--- config.mk ---
export PLATFORM = sky130hd
export DESIGN_NAME = gen_add_seq_ctrl
export DESIGN_NICKNAME = d
export VERILOG_FILES = /design/src/rtl/gen_add_pkg.sv /design/src/rtl/gen_case_add.sv /design/src/rtl/gen_add_seq_ctrl.sv
export SDC_FILE = /design/constraint.sdc
export NUM_CORES = 1
export LEC_CHECK = 0
export BUFFER_PORTS_ARGS = -buffer_cell sky130_fd_sc_hd__buf_4
export CORE_UTILIZATION = 35
export CTS_CLUSTER_DIAMETER = 200
export DETAILED_ROUTE_END_ITERATION = 16
export HOLD_SLACK_MARGIN = 0.1
export PLACE_DENSITY = 0.56
export SLEW_MARGIN = 20
export SYNTH_ARGS = -nofsm -noshare
export SYNTH_HDL_FRONTEND = slang
export SYNTH_SLANG_ARGS = --single-unit
--- constraint.sdc ---
create_clock -name clk -period 2.1 [get_ports clk]
set_input_delay 0.315 -clock clk [delete_from_list [all_inputs] [get_ports clk]]
set_output_delay 0.315 -clock clk [all_outputs]
set_load 0.05 [all_outputs]
--- src/rtl/gen_add_pkg.sv ---
// Shared definitions for the chunked wide-add sequencer.
// Holds the FSM state encoding and the index-counter width helper.
package gen_add_pkg;

    typedef enum logic [1:0] {
        IDLE = 2'd0,
        RUN  = 2'd1,
        DONE = 2'd2
    } state_t;

    // A counter for one chunk still needs one bit.
    function automatic int idx_width(input int k);
        return (k <= 1) ? 1 : $clog2(k);
    endfunction

endpackage

--- src/rtl/gen_case_add.sv ---
// N-bit ripple adder built from a per-bit full-adder truth table.
// This is the shared chunk datapath for the wide-add sequencer.
module gen_case_add #(
    parameter int N = 4
) (
    input  logic [N-1:0] in1,
    input  logic [N-1:0] in2,
    input  logic         carry_in,
    output logic [N-1:0] sum,
    output logic         carry_out
);

    logic c;

    always_comb begin
        sum = '0;
        c   = carry_in;
        for (int i = 0; i < N; i++) begin
            case ({in1[i], in2[i], c})
                3'b000: begin sum[i] = 1'b0; c = 1'b0; end
                3'b001: begin sum[i] = 1'b1; c = 1'b0; end
                3'b010: begin sum[i] = 1'b1; c = 1'b0; end
                3'b011: begin sum[i] = 1'b0; c = 1'b1; end
                3'b100: begin sum[i] = 1'b1; c = 1'b0; end
                3'b101: begin sum[i] = 1'b0; c = 1'b1; end
                3'b110: begin sum[i] = 1'b0; c = 1'b1; end
                default: begin sum[i] = 1'b1; c = 1'b1; end
            endcase
        end
        carry_out = c;
    end

endmodule

--- src/rtl/gen_add_seq_ctrl.sv ---
// Adds two N*K-bit operands over K cycles through one shared N-bit adder,
// LSB chunk first, with a start/ready/done handshake to the requester.
module gen_add_seq_ctrl
    import gen_add_pkg::*;
#(
    parameter int N = 4,
    parameter int K = 4
) (
    input  logic           clk,
    input  logic           rst,
    input  logic           start,
    input  logic [N*K-1:0] a,
    input  logic [N*K-1:0] b,
    input  logic           cin,
    output logic           ready,
    output logic           done,
    output logic [N*K-1:0] result,
    output logic           cout
);

    localparam int W  = N * K;
    localparam int IW = idx_width(K);

    state_t         state;
    state_t         state_nxt;
    logic [W-1:0]   op_a;
    logic [W-1:0]   op_b;
    logic [W-1:0]   acc;
    logic [W-1:0]   acc_nxt;
    logic           carry_q;
    logic [IW-1:0]  idx;
    logic [N-1:0]   chunk_sum;
    logic           chunk_cout;
    logic           last;

    assign last = (idx == IW'(K - 1));

    gen_case_add #(.N(N)) u_add (
        .in1       (op_a[idx*N +: N]),
        .in2       (op_b[idx*N +: N]),
        .carry_in  (carry_q),
        .sum       (chunk_sum),
        .carry_out (chunk_cout)
    );

    // Accumulator with the current chunk merged in; on the last chunk this is
    // the final sum, so result can load it on the same edge that enters DONE.
    always_comb begin
        acc_nxt = acc;
        acc_nxt[idx*N +: N] = chunk_sum;
    end

    always_ff @(posedge clk) begin
        if (rst) begin
            state <= IDLE;
        end else begin
            state <= state_nxt;
        end
    end

    always_comb begin
        state_nxt = state;
        ready     = 1'b0;
        done      = 1'b0;
        case (state)
            IDLE: begin
                ready = 1'b1;
                if (start) begin
                    state_nxt = RUN;
                end
            end
            RUN: begin
                if (last) begin
                    state_nxt = DONE;
                end
            end
            DONE: begin
                done      = 1'b1;
                state_nxt = IDLE;
            end
            default: state_nxt = IDLE;
        endcase
    end

    always_ff @(posedge clk) begin
        if (rst) begin
            op_a    <= '0;
            op_b    <= '0;
            acc     <= '0;
            carry_q <= 1'b0;
            idx     <= '0;
            result  <= '0;
            cout    <= 1'b0;
        end else begin
            case (state)
                IDLE: begin
                    if (start) begin
                        op_a    <= a;
                        op_b    <= b;
                        carry_q <= cin;
                        acc     <= '0;
                        idx     <= '0;
                    end
                end
                RUN: begin
                    acc     <= acc_nxt;
                    carry_q <= chunk_cout;
                    if (last) begin
                        idx    <= '0;
                        result <= acc_nxt;
                        cout   <= chunk_cout;
                    end else begin
                        idx <= idx + 1'b1;
                    end
                end
                default: ;
            endcase
        end
    end

endmodule
After elaboration in Yosys (flattened, before gate mapping)
Cells that the tools add are included.
{ "word_totals": {"out_inout_bits": 19, "input_bits": 36, "wordCells": 82, "regBits": 70} }
{ "classes": {"n_addsub": 2, "muxes": 21, "n_shift": 4, "eq_ne": 29, "n_reduce_logical": 18} }
{ "ops": {"columns": ["op", "n"], "rows": [
  ["3-bit equality test, second input constant", 12],
  ["4-bit negator with 34-bit output", 1],
  ["4-bit by 34-bit variable shift with 16-bit output, first input constant", 1],
  ["4-bit by 34-bit indexed part select with 16-bit output", 1],
  ["16-bit one-hot mux with 2 select lines", 1],
  ["4-bit OR reduction", 8],
  ["16-bit by 5-bit indexed part select with 4-bit output", 2],
  ["3-bit by 2-bit equality test with 1-bit output, second input constant", 8],
  ["16-bit bitwise mux", 1],
  ["16-bit 2-to-1 mux", 1],
  ["3-bit by 1-bit equality test with 1-bit output, second input constant", 4],
  ["3-bit zero test", 4],
  ["1-bit 2-to-1 mux", 11],
  ["2-bit 2-to-1 mux", 4],
  ["2-bit one-hot mux with 2 select lines", 2],
  ["2-bit AND reduction", 4],
  ["2-bit equality test, second input constant", 2],
  ["2-bit inequality test, second input constant", 2],
  ["2-bit by 1-bit adder with 2-bit output, second input constant", 1],
  ["2-bit by 1-bit equality test with 1-bit output, second input constant", 1],
  ["2-bit zero test", 1],
  ["1-bit one-hot mux with 2 select lines", 1],
  ["2-bit nonzero test", 1]
]} }

Longest topological paths before layout
Gate-level depths: netlist of run 1.
{ "logic_depth": {"word_depth": 16, "depth_mapped": 8, "depth_no_buf": 7} }

Hierarchy
From an unflattened synthesis of run 1, not the netlist that was laid out.
{ "unflattened": {"hier_cells": 347, "area_unflattened_um2": 3295.7} }
{ "by_module_without_submodules": {"columns": ["mod", "instances", "seq_area_each_um2", "cells_each", "area_per_inst_um2"], "rows": [
  ["gen_add_seq_ctrl", 1, 1401.3, 332, 3170.5],
  ["gen_case_add", 1, 0.0, 15, 125.1]
]} }

Worst setup path before layout of run 1
OpenSTA, ideal clock, no wires.
{ "synth_path": {"path_type": "reg-to-reg", "start": "reg idx[1]", "end": "reg acc[14]", "setup_time_ns": 0.135, "synth_period_minus_slack_ns": 2.259, "setup_slack_ns": -0.159, "n_path_buf": 1, "arrival_time_ns": 2.123, "path_stages_with_launch": 7, "t_required_ns": 1.965, "cell_sequence": "dfxtp_1 clkbuf_1 mux4_2 maj3_2 maj3_2 xnor2_2 o32ai_1"} }
{ "synth_between": {"elab_chain_cells": 16, "word_cells_on_any_way": 46, "classes_between": "1 x add/sub; 21 x eq/ne; 4 x shift; 9 x mux; 11 x reduce/logical"} }
{ "synth_rtl": {"columns": ["element", "line", "source"], "rows": [
  ["start: declaration", "gen_add_seq_ctrl.sv:31", "logic [IW-1:0] idx;"],
  ["start signal: assignment", "gen_add_seq_ctrl.sv:113", "idx <= idx + 1'b1;"],
  ["16-bit by 5-bit indexed part select with 4-bit output, on equally long branches", "gen_add_seq_ctrl.sv:40, gen_add_seq_ctrl.sv:39", null],
  ["3-bit by 1-bit equality test with 1-bit output, or another cell as far along", "gen_case_add.sv:19", "case ({in1[i], in2[i], c})"],
  ["4-bit OR reduction (no source line)", null, null],
  ["1-bit 2-to-1 mux", "gen_case_add.sv:19", null],
  ["3-bit by 1-bit equality test with 1-bit output, or another cell as far along", "gen_case_add.sv:19", null],
  ["4-bit OR reduction (no source line)", null, null],
  ["1-bit 2-to-1 mux", "gen_case_add.sv:19", null],
  ["3-bit by 1-bit equality test with 1-bit output, or another cell as far along", "gen_case_add.sv:19", null],
  ["4-bit OR reduction (no source line)", null, null],
  ["1-bit 2-to-1 mux", "gen_case_add.sv:19", null],
  ["3-bit by 2-bit equality test with 1-bit output, or another cell as far along", "gen_case_add.sv:19", null],
  ["4-bit OR reduction (no source line)", null, null],
  ["1-bit 2-to-1 mux", "gen_case_add.sv:19", null],
  ["4-bit by 34-bit indexed part select with 16-bit output", "gen_add_seq_ctrl.sv:50", "acc_nxt[idx*N +: N] = chunk_sum;"],
  ["16-bit bitwise mux (*)", "gen_add_seq_ctrl.sv:50", null],
  ["16-bit one-hot mux with 2 select lines (*)", "gen_add_seq_ctrl.sv:95", "case (state)"],
  ["end signal: assignment", "gen_add_seq_ctrl.sv:106", "acc <= acc_nxt;"],
  ["end: declaration", "gen_add_seq_ctrl.sv:28", "logic [W-1:0] acc;"]
]} }
Mark *: on every way between the ends. The rest lies on a longest branch, timed or not.
A chain may end at the register's enable or synchronous reset.

Final worst setup path of run 1
{ "layout_path": {"start": "reg idx[0]", "end": "reg acc[14]"} }
The elaborated chain is that of the path after synthesis.

==> flow_summary_export.csv, run 1 <==
group,metric,value,unit
pwr,vdd_ir_drop_max,360.7,uV
clock_network,clock_latency,0.34,ns
sta,min_period,2.136,ns
floorplanning,initial_core_util,36.68,%
floorplanning,dieArea,9118,um2
worst_setup_path,reg2reg_slack,-0.04,ns
synth,seq_area_frac_synth,45.81,%
global_route,globalRoute.busiestLayer,"met2",
placement,detailedPlace.worstSlack,-0.05910,ns
route,first_pass_iters,4,
floorplanning,rows,33,
route,drtAntennaViolNets,0,
placement,dp_hpwl,5484,um
clock_network,htreeDepth,3,
cells_and_area,n_fill_cell,837,
synth,yosysWarnings,0,
clock_network,root_buffer,"clkbuf_8",
route,via_count,2723,
worst_setup_path,cp_max_fo,8,
global_route,grt_pass1_vias,2635,
cells_and_area,final_nets,473,
sta,fin_ws,-0.03583,ns
placement,gp_congestion,0.7607,
pwr,p_per_area,751.6,nW/um2
cells_and_area,drive_above_1_share,25.92,%
clock_network,cts-buffers-inserted,9,
synth,async_reset_ff_share,0,%
synth,syn_nets,404,
floorplanning,coreArea,8341,um2
route,drtIter0Drc,101,
route,post-route-drc-count,0,
sta,timing.hold.ws,0.2144,ns
global_route,grt_pass1_wl,12860,um
worst_setup_path,critPathKind,"reg2reg",
clock_network,clock_sinks,70,
worst_setup_path,arrival,2.35,ns
synth,synth_edf_count,0,
worst_setup_path,worstSetupStartpointType,"register",
synth,synthFlopType,"dfxtp_1",
pwr,leakagePower,1.597,nW
min_path,hold_class,"in2reg",
route,wire_per_inst,13.89,um
clock_network,cts_tree,"yes",
worst_setup_path,worstPathRequired,2.32,ns
sta,worst_pin_slew,0.4019,ns
synth,synth.avg_cell_area,8.428,um2
synth,netlist_instances,363,
cells_and_area,areaGrowthSynthToFinish,29.98,%
sta,worst_clock_skew,0.01267,ns
flow_run,maxCapViolCount,0,
clock_network,clockBufferDepth,2,
placement,placed_cell_area,3736,um2
floorplanning,dieHeight,95.49,um
placement,port_buffers,54,
global_route,antenna_found_initial,0,
synth,synth.distinct_cells,38,
global_route,gr-total-overflow,0,
global_route,met1_usage,26.00,%
status,status,"complete, but fails checks",
global_route,grt_use_met2,27.38,%
sta,finalSetupViolations,7,
synth,syn_area,3059,um2
cells_and_area,stdcell_area,3976,um2
global_route,met3_usage,5.183,%
floorplanning,io_pins,55,
sta,relSlewSlack,73.14,%
sta,hold_violations,0,
worst_setup_path,end_kind,"register",
route,routed_wirelength,7517,um
global_route,grt_usage,18.41,%
sta,period_share,101.7,%
sta,grt_setup_unrepaired,"true",
pwr,report.power.total,2.989,mW
sta,max_freq,468.2,MHz
sta,drv_slew,0,
route,vias_per_cell,5.033,
clock_network,path_clk_slew,0.08,ns
synth,ys_seq_elements,70,
clock_network,cts_hold_buf,0,
global_route,grt_max_degree,35,
floorplanning,fp.dieW,95.49,um
status,violations,"negative setup slack",
cells_and_area,antenna-diode-count,0,
synth_stat cells (3+ instances only):
library cell / count / area (um2)
nor2_1: 37 / 138.9
o21ai_0: 8 / 40.04
a22o_1: 5 / 43.79
xor2_1: 3 / 26.28
a21oi_1: 41 / 205.2
o2bb2ai_1: 3 / 26.28
and2_1: 4 / 25.02
ha_1: 5 / 62.56
nor3_1: 6 / 30.03
dfxtp_1: 70 / 1401
xnor2_1: 3 / 26.28
a22oi_1: 9 / 67.56
nand2_1: 77 / 289.0
o21ai_1: 15 / 75.07
a32oi_1: 8 / 70.07
mux4_2: 8 / 180.2
inv_1: 7 / 26.28
nand2b_1: 3 / 18.77
nand3_1: 7 / 35.03
clkbuf_1: 21 / 78.83
path summary, 6_finish.rpt:
check             startpoint        to  cells past startpoint
setup / recovery      idx[0]   acc[14]                      5
hold / removal          b[2]   op_b[2]                      3
setup reg to reg      idx[0]   acc[14]                      5
hold reg to reg     op_b[14]  op_b[14]                      2
layout by cell type (no fill, tap or decap), drive strengths merged, types with 3 or more instances in the layout:
| cell | instances |
|---|---|
| a22oi | 9 |
| clkbuf | 11 |
| buf | 81 |
| nor3 | 6 |
| nand2 | 77 |
| inv | 9 |
| o2bb2ai | 3 |
| nor2 | 37 |
| dfxtp | 70 |
| ha | 5 |
| nand3 | 7 |
| mux4 | 8 |
| a32oi | 8 |
| and2 | 4 |
| a22o | 5 |
| xor2 | 3 |
| xnor2 | 5 |
| o21ai | 23 |
| a21oi | 41 |
| nand2b | 3 |
stage by stage:
step                      TNS, ns  std cells  utilization, %
after floorplan                 0        363               -
final                     -0.1741        541           47.67
after CTS                 -0.1379        541           47.54
after global routing       -1.528        541           47.67
after detailed placement  -0.4936        526           44.79
after global placement    -0.1735        526           44.79
area by class of cell:
class	count	area [um2]	share of cell area [%]
clock buffer	11	131.4	3.304
clock inverter	4	72.57	1.825
inverter	9	33.78	0.8496
multi-input combinational	261	1574	39.58
sequential	70	1405	35.34
tap	105	131.4	3.304
timing repair buffer	81	628.1	15.80
registers in the layout, indices dropped and copies added, names as in the netlist:
register and cells:
acc 16, carry_q 1, cout 1, idx 2, op_a 16, op_b 16, result 16, state 2
power by group:
part	internal (mW)	total (mW)	switching, mW
clock	0.661	1.15	0.487
sequential	1.37	1.41	0.0325
combinational	0.204	0.436	0.232
logic make-up after synthesis:
kind of cell	synth area share (%)
and+or+nand+nor	19.55
AOI/OAI and AO/OA	19.14
DFF	45.81
buffers and inverters	4.049
xor gates and xnor gates	2.781
muxes	5.889
adders and majority gates	2.781
worst max-delay path: stages, from the launching register on:
cell and delay (ns):
dfxtp_4 0.38, mux4_2 0.52, maj3_2 0.36, maj3_2 0.36
xnor2_4 0.28, o32ai_1 0.12
layer usage:
layer  up-vias  wire, um
met5         -         0
met4         0        96
li1       1395         -
met1      1257      3800
met2        62      3258
met3         9       362
timing repair:
action,CTS,global route
hold endpoints to repair,0,0
setup buffers,0,0
pin swaps,4,2
resized for setup,4,2
endpoints found under the setup margin,20,26
Note: power is estimated with default switching activity, not from simulation.
==> run 2: changes to the inputs <==
--- a/config.mk
+++ b/config.mk
@@ -6,6 +6,7 @@
 export NUM_CORES = 1
 export LEC_CHECK = 0
 export BUFFER_PORTS_ARGS = -buffer_cell sky130_fd_sc_hd__buf_4
+export CORE_ASPECT_RATIO = 1.4
 export CORE_UTILIZATION = 35
 export CTS_CLUSTER_DIAMETER = 200
 export DETAILED_ROUTE_END_ITERATION = 16
==> run 2 against run 1 <==
The flow still finishes with violations (negative setup slack). Sequential power is essentially flat. Clock skew shrank 0.0080 ns. Cell count shrank 0.37%. Combinational power is 3% lower. Global-route usage down 0.77 points. Sequential share of layout area decreased by 0.44 points. Highest routed layer unchanged. First-iteration DRC count is 27% lower. Sequential cell count unchanged. Register-to-register slack about the same. Largest cell class unchanged. Non-clock buffer count down 3. Maximum frequency about the same.
==> flow_summary_export.csv, run 2 (synthesis results as in run 1) <==
group,metric,value,unit
status,status,"complete, but fails checks",
status,violations,"negative setup slack",
min_path,hold_class,"in2reg",
sta,period_share,101.8,%
min_path,hold_path_startpoint,"rst",
worst_setup_path,critPathKind,"reg2reg",
worst_setup_path,cp-startpoint,"idx[0]",
pwr,power_frac_seq,42.1,%
sta,finalSetupViolations,9,
sta,worst_clock_skew,0.004684,ns
global_route,antenna_found_initial,0,
global_route,grt_use_met2,28.85,%
cells_and_area,final_nets,470,
floorplanning,rows,40,
global_route,grt_max_degree,34,
clock_network,cts_hold_buf,0,
pwr,pwr-share-clk,45.2,%
global_route,grt_pass1_wl,12280,um
worst_setup_path,crit_family,"adder cells",
sta,timing.hold.ws,0.2264,ns
pwr,power.switching,0.8411,mW
worst_setup_path,end_kind,"register",
cells_and_area,areaGrowthSynthToFinish,31.62,%
route,first_pass_iters,4,
clock_network,clock_sinks,70,
route,vias_per_cell,5.043,
worst_setup_path,cpMostUsedCell,"maj3_2",
flow_run,maxCapViolCount,0,
floorplanning,dieHeight,112.6,um
cells_and_area,drive_above_1_share,26.27,%
worst_setup_path,worstPathRequired,2.31,ns
sta,drv_slew,0,
global_route,globalRoute.busiestLayer,"met2",
worst_setup_path,cp_max_fo,8,
pwr,pwr-share-comb,12.7,%
placement,gp_congestion,0.8177,
clock_network,cts-buffers-inserted,9,
worst_setup_path,rr_startpoint,"idx[0]",
worst_setup_path,crit_path_max_incr_delay,0.52,ns
sta,hold_violations,0,
sta,fin_ws,-0.03757,ns
placement,dp_hpwl,5427,um
floorplanning,fp.dieW,81.02,um
global_route,gr-total-overflow,0,
floorplanning,io_pins,55,
route,routed_wirelength,7431,um
route,via_count,2718,
floorplanning,initial_core_util,35.96,%
sta,relSlewSlack,65.26,%
clock_network,htreeDepth,3,
global_route,grt_usage,17.64,%
route,drtAntennaViolNets,0,
sta,worst_pin_slew,0.5198,ns
pwr,report.power.total,3.333,mW
pwr,leakagePower,1.622,nW
clock_network,clockBufferDepth,2,
pwr,p_per_area,827.8,nW/um2
global_route,grt_pass1_vias,2605,
sta,min_period,2.138,ns
sta,finalSetupTns,-0.2201,ns
global_route,met3_usage,3.984,%
cells_and_area,antenna-diode-count,0,
placement,port_buffers,54,
route,drtIter0Drc,74,
worst_setup_path,cp.buffers_inverters,0,
sta,grt_setup_unrepaired,"true",
worst_setup_path,worstSetupStartpointType,"register",
worst_setup_path,cp_slowest_cell,"mux4_2",
worst_setup_path,arrival,2.35,ns
cells_and_area,final_common_cell,"buf_4",
route,post-route-drc-count,0,
floorplanning,dieArea,9124,um2
floorplanning,coreArea,8508,um2
worst_setup_path,worstPathCellList,"mux4_2 > maj3_2 > maj3_2 > xnor2_4 > o21ai_1",
pwr,vdd_ir_drop_max,580.9,uV
clock_network,clock_latency,0.33,ns
pwr,swShare,25.24,%
clock_network,root_buffer,"clkbuf_16",
clock_network,path_clk_slew,0.06,ns
cells_and_area,mostFrequentLayoutCells,"buf_4, nand2_1, dfxtp_1",
clock_network,cts_tree,"yes",
sta,max_freq,467.8,MHz
pwr,internal_power,2.492,mW
global_route,met1_usage,21.60,%
route,wire_per_inst,13.79,um
-- run 2: changes by cell type in the layout (fill, tap and decap cells not counted), sizes merged --
cell,before,now
buf,81,78
bufinv,2,1
clkbuf,11,9
clkinv,1,4
inv,9,10
-- run 2: power by group through the flow --
stage                     Combinational, mW  Clock (mW)  Sequential, mW
after floorplan                       0.253           0            1.42
after global placement                0.407           0            1.43
after detailed placement              0.410           0            1.43
after CTS                             0.420        1.54            1.40
after global routing                  0.469        1.58            1.41
final                                 0.423        1.51            1.40
-- run 2: what timing repair did --
action,in CTS,in global routing
gates cloned,0,0
setup endpoints to repair,21,25
setup buffers,1,0
gates resized for setup,2,2
pin swaps,2,0
-- run 2: layer usage --
layer	vias up	part of all wire (%)
met1	1242	43
met3	14	3.9
met2	73	50
met5	-	0
met4	0	2.7
li1	1389	-
-- run 2: worst paths after layout --
| path | end | slack (ns) | cells after the start |
|---|---|---|---|
| max | result[6] | -0.04 | 5 |
| min | op_b[6] | 0.23 | 2 |
| max reg2reg | result[6] | -0.04 | 5 |
| min reg2reg | acc[2] | 0.45 | 2 |
-- run 2: through the flow --
step	worst slack, ns	area (um2)	utilization, %	cells
floorplan	0.01713	3079	-	363
global placement	-0.04594	3694	43.41	522
detailed placement	-0.06028	3694	43.41	522
CTS	-0.04962	4011	47.15	539
global route	-0.1269	4026	47.32	539
finish	-0.03757	4026	47.32	539
-- run 2: final cells by class --
cell class | count | area [um2]
clock buffer | 9 | 225.2
clock inverter | 7 | 73.82
fill | 879 | 4482
inverter | 9 | 33.78
multi-input combinational | 261 | 1572
sequential | 70 | 1405
tap | 105 | 131.4
timing repair buffer | 78 | 585.6
==> run 3: changes to the inputs <==
==> constraint.sdc (replaced) <==
create_clock -name clk -period 2.1 [get_ports clk]
set_input_delay 0.21 -clock clk [delete_from_list [all_inputs] [get_ports clk]]
set_output_delay 0.21 -clock clk [all_outputs]
set_load 0.05 [all_outputs]
==> run 3 against run 2 <==
Register-to-register slack got worse by 0.03 ns. Maximum frequency fell by 1.5%. The run still ends with negative setup slack left. Final area rose by 1.3%. Non-clock buffer count rose by 2.
==> flow_summary_export.csv, run 3 (synthesis results as in run 1) <==
group,metric,value,unit
status,status,"complete, but fails checks",
status,violations,"negative setup slack",
placement,dp_hpwl,5357,um
clock_network,clock_sinks,70,
sta,hold_violations,0,
floorplanning,io_pins,55,
floorplanning,dieArea,9124,um2
worst_setup_path,end_kind,"register",
worst_setup_path,critPathKind,"reg2reg",
floorplanning,fp.dieW,81.02,um
floorplanning,initial_core_util,35.96,%
min_path,min_path_cells,3,
pwr,pwr-share-clk,45.4,%
pwr,p_per_area,825.2,nW/um2
floorplanning,rows,40,
sta,grt_setup_unrepaired,"true",
cells_and_area,final_nets,472,
cells_and_area,mostFrequentLayoutCells,"nand2_1, buf_4, dfxtp_1",
route,wire_per_inst,13.79,um
sta,min_period,2.170,ns
cells_and_area,areaGrowthSynthToFinish,33.37,%
sta,worst_pin_slew,0.5380,ns
pwr,power_frac_seq,41.7,%
route,vias_per_cell,5.054,
pwr,leakagePower,1.649,nW
global_route,antenna_found_initial,0,
cells_and_area,final_common_cell,"nand2_1",
global_route,grt_usage,17.99,%
pwr,vdd_ir_drop_max,387.8,uV
clock_network,clockBufferDepth,2,
clock_network,cts_tree,"yes",
worst_setup_path,worstRegToRegCells,5,
clock_network,path_clk_slew,0.06,ns
placement,gp_congestion,0.8122,
clock_network,cts_hold_buf,0,
placement,port_buffers,54,
cells_and_area,finalNonFillerCells,541,
global_route,grt_max_degree,34,
global_route,gr-total-overflow,0,
clock_network,cts-buffers-inserted,9,
clock_network,clock_latency,0.33,ns
floorplanning,coreArea,8508,um2
route,first_pass_iters,4,
route,routed_wirelength,7463,um
cells_and_area,antenna-diode-count,0,
clock_network,htreeDepth,3,
worst_setup_path,cp_max_fo,8,
cells_and_area,drive_above_1_share,27.98,%
route,via_count,2734,
global_route,grt_pass1_wl,12530,um
global_route,grt_pass1_vias,2727,
floorplanning,dieHeight,112.6,um
clock_network,root_buffer,"clkbuf_16",
sta,relSlewSlack,64.05,%
route,drtIter0Drc,108,
sta,worst_clock_skew,0.005116,ns
sta,max_freq,460.9,MHz
pwr,power.switching,0.8567,mW
route,post-route-drc-count,0,
flow_run,maxCapViolCount,0,
worst_setup_path,worstSetupStartpointType,"register",
pwr,internal_power,2.510,mW
cells_and_area,n_fill_cell,856,
pwr,swShare,25.44,%
cells_and_area,final_util,47.96,%
sta,drv_slew,0,
route,drtAntennaViolNets,0,
worst_setup_path,worstPathRequired,2.30,ns
worst_setup_path,arrival,2.37,ns
sta,finalSetupViolations,15,
placement,place_inst,521,
min_path,hold_class,"in2reg",
sta,fin_ws,-0.06970,ns
pwr,pwr-share-comb,12.9,%
sta,period_share,103.3,%
run 3: power by group through the flow:
stage	Clock (mW)	Combinational (mW)	Sequential [mW]
detailed placement	0	0.410	1.43
CTS	1.56	0.426	1.40
finish	1.53	0.436	1.40
floorplan	0	0.253	1.42
global route	1.62	0.481	1.41
global placement	0	0.406	1.43
run 3: through the flow:
step           worst slack [ns]  cell area (um2)  hold slack, ns  TNS [ns]  power, mW
6_report               -0.06970             4080          0.1242   -0.7317      3.367
5_1_grt                 -0.1305             4080          0.1238    -1.962      3.514
4_1_cts                -0.04923             4034          0.1143   -0.4156      3.389
3_5_place_dp            -0.1099             3686          0.4384    -1.318      1.844
3_3_place_gp           -0.06239             3686          0.4343   -0.5215      1.840
2_1_floorplan           0.01713             3079          0.3460         0      1.677
run 3: timing repair:
item                       in CTS  in global routing
resized for setup               3                 11
setup buffers                   4                  0
setup endpoints to repair      23                 25
pin swaps                       5                 10
hold endpoints to repair        0                  0
run 3: per-layer routing:
metal | wire length [um] | track usage (%)
met3 | 300 | 4.390
met2 | 3810 | 30.25
met5 | 0 | 0
met4 | 204 | 8.571
met1 | 3147 | 20.95
run 3: worst max-delay path: stages (launching register included):
cell and delay [ns]:
dfxtp_4 0.39, mux4_2 0.53, maj3_2 0.37, maj3_2 0.36
xnor2_4 0.27, o32ai_1 0.12
run 3: worst paths after layout:
check,startpoint,endpoint,slack (ns)
max,idx[0],acc[14],-0.07
min reg2reg,acc[2],acc[2],0.44
min,b[3],op_b[3],0.12
max reg2reg,idx[0],acc[14],-0.07
run 3: final cells by class:
type / instances / area (um2) / share of cell area [%]
clock inverter: 7 / 78.83 / 1.932
clock buffer: 9 / 225.2 / 5.520
timing repair buffer: 80 / 615.6 / 15.09
tap: 105 / 131.4 / 3.220
multi-input combinational: 261 / 1590 / 38.98
inverter: 9 / 33.78 / 0.8280
sequential: 70 / 1405 / 34.44
